File: src/rtl/alu_cmd_sequencer.sv
// alu_cmd_sequencer
//   Self-test front end for the 4-bit ALU. The host loads a short program of
//   {exp, op, b, a} entries, then pulses start. Each entry is driven onto the
//   ALU command inputs and held there. After SETTLE cycles the ALU's registered
//   result is compared against exp. Pass/fail status, the failure count, the
//   index of the first failure and the last flags seen are held until the next
//   accepted start.
//
// Ports
//   clk_i, rst_i          clock, asynchronous active-high reset
//   prog_we_i/addr/data   program entry write (only while idle)
//   prog_len_i            entries to run, clamped to DEPTH, sampled at start
//   start_i               run request
//   alu_a/b/op_o          command to the ALU, held from issue through check
//   alu_result_i          ALU output {Z,N,V,C,result[3:0]}
//   busy_o, done_o        run in progress / one-cycle end-of-run pulse
//   pass_o, fail_count_o  result of the last completed run
//   first_fail_idx_o      index of the first failing entry (0 if none)
//   last_flags_o          alu_result_i[7:4] at the most recent check
//
// state  | meaning
// IDLE   | waiting for start, program writes accepted
// ISSUE  | command registered onto alu_*
// WAIT   | SETTLE-cycle down-count for ALU latency
// CHECK  | compare result, capture flags, step to next entry
// FINISH | end-of-run cycle, then back to IDLE
module alu_cmd_sequencer #(
    parameter int DEPTH  = 8,
    parameter int SETTLE = 2,
    localparam int AW = $clog2(DEPTH)
) (
    input  logic          clk_i,
    input  logic          rst_i,
    input  logic          prog_we_i,
    input  logic [AW-1:0] prog_addr_i,
    input  logic [15:0]   prog_data_i,
    input  logic [4:0]    prog_len_i,
    input  logic          start_i,
    output logic [3:0]    alu_a_o,
    output logic [3:0]    alu_b_o,
    output logic [3:0]    alu_op_o,
    input  logic [7:0]    alu_result_i,
    output logic          busy_o,
    output logic          done_o,
    output logic          pass_o,
    output logic [4:0]    fail_count_o,
    output logic [AW-1:0] first_fail_idx_o,
    output logic [3:0]    last_flags_o
);

    localparam int CW = (SETTLE > 2) ? $clog2(SETTLE) : 1;
    localparam logic [4:0] DEPTH_L = 5'(DEPTH);
    localparam logic [3:0] OP_REG_WRITE = 4'b1000;

    typedef enum logic [2:0] {S_IDLE, S_ISSUE, S_WAIT, S_CHECK, S_FINISH} state_t;

    state_t        state_q;
    logic [15:0]   mem_q [DEPTH];
    logic [4:0]    len_q;
    logic [AW-1:0] idx_q;
    logic [CW-1:0] wait_q;
    logic [3:0]    alu_a_q, alu_b_q, alu_op_q;
    logic          busy_q, done_q, pass_q;
    logic [4:0]    fail_cnt_q;
    logic [AW-1:0] first_fail_q;
    logic [3:0]    flags_q;

    logic [4:0]    len_d;
    logic [4:0]    fail_cnt_d;
    logic [AW-1:0] idx_d;
    logic          mismatch;
    logic          last_entry;

    always_comb begin
        len_d      = (prog_len_i > DEPTH_L) ? DEPTH_L : prog_len_i;
        idx_d      = idx_q + AW'(1);
        last_entry = (5'(idx_q) == (len_q - 5'd1));
        // REG_WRITE produces no meaningful result, so it never counts as a failure.
        mismatch   = (alu_op_q != OP_REG_WRITE) && (alu_result_i[3:0] != mem_q[idx_q][15:12]);
        fail_cnt_d = fail_cnt_q;
        if (mismatch && (fail_cnt_q != 5'd31)) begin
            fail_cnt_d = fail_cnt_q + 5'd1;
        end
    end

    // Program memory is deliberately left out of reset so a test program
    // survives an aborted run.
    always_ff @(posedge clk_i) begin
        if (prog_we_i && (state_q == S_IDLE)) begin
            mem_q[prog_addr_i] <= prog_data_i;
        end
    end

    always_ff @(posedge clk_i or posedge rst_i) begin
        if (rst_i) begin
            state_q      <= S_IDLE;
            len_q        <= '0;
            idx_q        <= '0;
            wait_q       <= '0;
            alu_a_q      <= '0;
            alu_b_q      <= '0;
            alu_op_q     <= '0;
            busy_q       <= 1'b0;
            done_q       <= 1'b0;
            pass_q       <= 1'b0;
            fail_cnt_q   <= '0;
            first_fail_q <= '0;
            flags_q      <= '0;
        end else begin
            case (state_q)
                S_IDLE: begin
                    done_q <= 1'b0;
                    if (start_i) begin
                        len_q        <= len_d;
                        idx_q        <= '0;
                        busy_q       <= 1'b1;
                        pass_q       <= 1'b0;
                        fail_cnt_q   <= '0;
                        first_fail_q <= '0;
                        flags_q      <= '0;
                        if (len_d != 5'd0) begin
                            alu_a_q  <= mem_q[0][3:0];
                            alu_b_q  <= mem_q[0][7:4];
                            alu_op_q <= mem_q[0][11:8];
                            state_q  <= S_ISSUE;
                        end else begin
                            state_q  <= S_FINISH;
                        end
                    end
                end
                S_ISSUE: begin
                    wait_q  <= CW'(SETTLE - 1);
                    state_q <= S_WAIT;
                end
                S_WAIT: begin
                    if (wait_q == '0) begin
                        state_q <= S_CHECK;
                    end else begin
                        wait_q <= wait_q - CW'(1);
                    end
                end
                S_CHECK: begin
                    flags_q    <= alu_result_i[7:4];
                    fail_cnt_q <= fail_cnt_d;
                    if (mismatch && (fail_cnt_q == 5'd0)) begin
                        first_fail_q <= idx_q;
                    end
                    if (last_entry) begin
                        // done is raised here so it is visible during FINISH.
                        busy_q  <= 1'b0;
                        done_q  <= 1'b1;
                        pass_q  <= (fail_cnt_d == 5'd0);
                        state_q <= S_FINISH;
                    end else begin
                        idx_q    <= idx_d;
                        alu_a_q  <= mem_q[idx_d][3:0];
                        alu_b_q  <= mem_q[idx_d][7:4];
                        alu_op_q <= mem_q[idx_d][11:8];
                        state_q  <= S_ISSUE;
                    end
                end
                S_FINISH: begin
                    state_q <= S_IDLE;
                    if (done_q) begin
                        done_q <= 1'b0;
                    end else begin
                        // Empty run arrived straight from IDLE: report a trivial pass now.
                        busy_q <= 1'b0;
                        done_q <= 1'b1;
                        pass_q <= 1'b1;
                    end
                end
                default: state_q <= S_IDLE;
            endcase
        end
    end

    assign alu_a_o          = alu_a_q;
    assign alu_b_o          = alu_b_q;
    assign alu_op_o         = alu_op_q;
    assign busy_o           = busy_q;
    assign done_o           = done_q;
    assign pass_o           = pass_q;
    assign fail_count_o     = fail_cnt_q;
    assign first_fail_idx_o = first_fail_q;
    assign last_flags_o     = flags_q;

endmodule

File: config.mk
export PLATFORM = sky130hd
export DESIGN_NAME = alu_cmd_sequencer
export DESIGN_NICKNAME = d
export VERILOG_FILES = /design/src/rtl/alu_cmd_sequencer.sv
export SDC_FILE = /design/constraint.sdc
export NUM_CORES = 1
export LEC_CHECK = 0
export CAP_MARGIN = 5
export CORE_ASPECT_RATIO = 1.75
export CORE_MARGIN = 4
export CORE_UTILIZATION = 52
export CTS_CLUSTER_DIAMETER = 150
export DETAILED_ROUTE_END_ITERATION = 12
export GPL_ROUTABILITY_DRIVEN = 0
export PLACE_DENSITY = 0.76
export SLEW_MARGIN = 20
export SYNTH_ARGS = -nofsm -noshare
export SYNTH_HDL_FRONTEND = slang
export SYNTH_SLANG_ARGS = --single-unit
export TNS_END_PERCENT = 10
File: constraint.sdc
create_clock -name clk_i -period 3 [get_ports clk_i]
set_clock_uncertainty 0.15 [all_clocks]
set_input_delay 0.45 -clock clk_i [delete_from_list [all_inputs] [get_ports clk_i]]
set_output_delay 0.45 -clock clk_i [all_outputs]
set_load 0.05 [all_outputs]
==> summary.txt <==
Clocking
  – CTS Hold Bufs: 0
  – Deepest level of the CTS H-tree: 4
  – Clock transition at the register clock pins on the worst setup and hold paths after CTS: 60 ps
  – Post-CTS Setup Repair Bufs: 0
  – Clk sink count: 167
  – Clock latency of the later-clocked register in the worst-skew pair: 420 ps
  – Max Buffers Root-to-Sink: 2
  – TritonCTS clock tree: done
  – Number of gates given a new drive strength after cts: 0
  – Cts bufs inserted: 17
  – Root Buffer: sky130_fd_sc_hd__clkbuf_16

Pwr
  – Cell internal power dissipation: 5.46 mW
  – Worst supply voltage drop on vdd: 0.000455 V
  – Leak: 3.08 nW
  – Logic pwr share: 0.404
  – Ratio of total power to cell area: 1020 nW/um^2
  – Reg power frac: 0.359
  – Reported net switching power: 3.25 mW
  – Switching Fraction: 0.373
  – Share of power burned in the clock network: 0.238

Setup path
  – Worst path bufs/invs: 0
  – Crit path from: idx_q[0]$_DFFE_PP0P_
  – Critical Path Start Type: flop
  – Critical Path End Type: flop
  – Worst Path Max Fanout: 13
  – List of cells traversed by the critical path: mux4_2 > mux2i_1 > xor2_1 > o211a_4 > a21boi_4 > and3_1 > or3_1
  – Worst R2R Start: idx_q[0]$_DFFE_PP0P_
  – CP Data Required Time: 3150 ps
  – Worst stage delay on the critical path: 580 ps
  – Critical Path AT: 2840 ps
  – Levels on crit path: 7
  – Cell depth of the worst flop-to-flop path: 7
  – Reg-to-reg setup timing slack: 310 ps
  – Cell family contributing the most delay on the critical path: multiplexers
  – Path type of the worst setup path: reg -> reg
  – Critical-path cell with the highest stage delay: sky130_fd_sc_hd__dfrtp_2

Floorplanning
  – Die Wd: 96.2 um
  – I/O pin count: 63
  – Area of the die: 15600 sq um
  – Effective utilization at floorplan: 0.529
  – Vertical die dimension: 162 um
  – Core footprint: 13400 sq um
  – Standard-cell row count: 56

Final layout
  – Diodes inserted: 0
  – Most used cells in the layout excluding fill and tap cells: sky130_fd_sc_hd__edfxtp_1 (128), sky130_fd_sc_hd__clkdlybuf4s50_1 (62), sky130_fd_sc_hd__nand2_1 (41)
  – Post-layout instance area: 8550 sq um
  – Layout cells sized above 1: 0.171
  – Most frequent standard cell in the layout excluding fill and tap cells: sky130_fd_sc_hd__edfxtp_1
  – Synthesis-to-finish area growth: 20.7%
  – Net count of the finished layout: 566
  – Fill cell count: 911

Synth
  – Ys Warns: 0
  – Syn_nets: 486
  – Top-area cell type share of the netlist area: 0.542
  – Mean post-synth cell area: 15.9 sq um
  – Main area contributors after synthesis: sky130_fd_sc_hd__edfxtp_1 (54%), sky130_fd_sc_hd__dfrtp_1 (14%), sky130_fd_sc_hd__mux4_2 (9.2%), sky130_fd_sc_hd__mux2i_1 (3.1%), sky130_fd_sc_hd__nand2_1 (2.2%)
  – Part of the Yosys area used for sequential elements: 0.680
  – Flops & latches, synth: 167
  – Cell area after synthesis: 7090 sq um
  – Count of flip-flops with a built-in enable after synthesis: 128
  – Instance count of the mapped netlist: 445
  – Flip-flop cell with the highest count after synthesis: sky130_fd_sc_hd__edfxtp_1
  – Most area-hungry cell type in the Yosys netlist: sky130_fd_sc_hd__edfxtp_1
  – Library cells used by synthesis: 50
  – Async SR Flop Fraction: 0.234

STA
  – Final Hold Viols: 0
  – Number of failing setup endpoints in the final timing report: 0
  – Setup TNS: 0 ps
  – Unrepaired setup endpoints after global routing: no
  – Worst-Margin Slew: 616 ps
  – Hold slack final: 302 ps
  – Final slew viol count: 0
  – Max Clk Rate: 371 MHz
  – Final Cycle Share: 0.898
  – Remaining max-slew budget at the tightest pin: 0.586
  – Clock period minus worst slack: 2690 ps

Drt
  – DRC violation count after routing: 0
  – Post-DR wirelength/cell: 21.0 um
  – Via Count: 4095
  – Iteration-0 DRC Markers: 324
  – Total iterations of the first detailed-routing run: 5
  – Via count normalized by instance count: 5.75
  – Sum of routed wire length over all layers: 15.0 mm
  – Post-detailed-route count of antenna-violating nets: 0

Run status
  – Status: finished clean

Global route
  – Global-route wire length before repair: 23.5 mm
  – Number of antenna violations at the first check in global routing: 0
  – Sum of overflow across all layers after global routing: 0
  – Pin count of the biggest net entering global routing: 40
  – GRT Total Usage: 0.207
  – Number of global-route vias before repair: 4317

Place
  – Sum of net half-perimeters after detailed placement: 9.76 mm
  – Cell area reported after detailed placement: 7980 sq um
  – Count of buffers from port buffering: 62

Flow run
  – Max-capacitance violation count: 0

Min path
  – Class of the tightest hold or removal check: in -> async
==> final timing paths <==
| check | endpoint |
|---|---|
| max in group asynchronous | idx_q[0]$_DFFE_PP0P_ |
| min in group clk_i | alu_b_o[1]$_DFFE_PP0P_ |
| hold reg to reg | alu_b_o[1]$_DFFE_PP0P_ |
| setup / recovery | fail_count_o[1]$_DFFE_PP0P_ |
| setup reg to reg | fail_count_o[1]$_DFFE_PP0P_ |
| hold / removal | last_flags_o[1]$_DFFE_PP0P_ |
==> worst reg2reg max path, stage by stage (launching register included) <==
cell,delay (ps)
sky130_fd_sc_hd__dfrtp_2,580
sky130_fd_sc_hd__mux4_2,560
sky130_fd_sc_hd__mux2i_1,170
sky130_fd_sc_hd__xor2_1,210
sky130_fd_sc_hd__o211a_4,250
sky130_fd_sc_hd__a21boi_4,100
sky130_fd_sc_hd__and3_1,200
sky130_fd_sc_hd__or3_1,350
==> metal layers <==
layer / part of all wire / global-route usage
met1: 0.36 / 0.244
met5: 0 / 0
met4: 0.019 / 0.0797
met3: 0.051 / 0.0328
met2: 0.56 / 0.369
==> cells in the mapped netlist, types with 3 or more instances <==
master / n
sky130_fd_sc_hd__a31oi_1: 5
sky130_fd_sc_hd__a22o_1: 5
sky130_fd_sc_hd__clkbuf_1: 12
sky130_fd_sc_hd__nor2_1: 29
sky130_fd_sc_hd__nand3_1: 7
sky130_fd_sc_hd__dfrtp_1: 39
sky130_fd_sc_hd__a31o_1: 3
sky130_fd_sc_hd__inv_1: 8
sky130_fd_sc_hd__ha_1: 5
sky130_fd_sc_hd__nor3_1: 9
sky130_fd_sc_hd__mux2_1: 10
sky130_fd_sc_hd__mux4_2: 29
sky130_fd_sc_hd__mux2i_1: 22
sky130_fd_sc_hd__a21o_1: 3
sky130_fd_sc_hd__xnor2_1: 4
sky130_fd_sc_hd__nand2b_1: 7
sky130_fd_sc_hd__buf_2: 6
sky130_fd_sc_hd__nand2_1: 41
sky130_fd_sc_hd__a21oi_1: 8
sky130_fd_sc_hd__xor2_1: 4
sky130_fd_sc_hd__edfxtp_1: 128
sky130_fd_sc_hd__and3_1: 5
sky130_fd_sc_hd__o21ai_0: 22
==> cell families after synthesis <==
group	count (synthesis)	synth area share
flops	167	0.680
simple gates	112	0.0749
mux	64	0.146
compound gates	59	0.0583
buf+inv	29	0.0185
xor+xnor	9	0.0138
fa+ha+maj	5	0.00883
==> layout make-up <==
class                      instances  area (sq um)  area share
clock buffer                      18           429      0.0502
multi-input combinational        249          2140       0.251
sequential                       167          4820       0.564
timing repair buffer              82           771      0.0901
clock inverter                    14           140      0.0164
tap                              174           218      0.0255
inverter                           8          30.0     0.00351
==> state kept, by name, summed over array words and instances (netlist names) <==
name,flops
alu_a_o,4
alu_b_o,4
len_q,5
done_o,1
fail_count_o,5
last_flags_o,4
first_fail_idx_o,3
wait_q,1
pass_o,1
mem_q,128
state_q,3
idx_q,3
alu_op_o,4
busy_o,1
==> power by group through the flow <==
stage                     Combinational [mW]  Sequential, mW  Clock, mW
after floorplan                         2.14            3.53          0
after global placement                  3.40            3.15          0
after detailed placement                3.50            3.17          0
after CTS                               3.54            3.12       2.10
after global routing                    3.75            3.16       2.22
final                                   3.51            3.12       2.07
==> metrics by stage <==
step	utilization	cells	setup WS, ps	power, mW
floorplan	-	445	150	5.68
detailed placement	0.597	680	339	6.66
global placement	0.597	680	352	6.55
global route	0.639	712	185	9.13
CTS	0.639	712	290	8.77
finish	0.639	712	307	8.70
(Power assumes the default switching activity.)
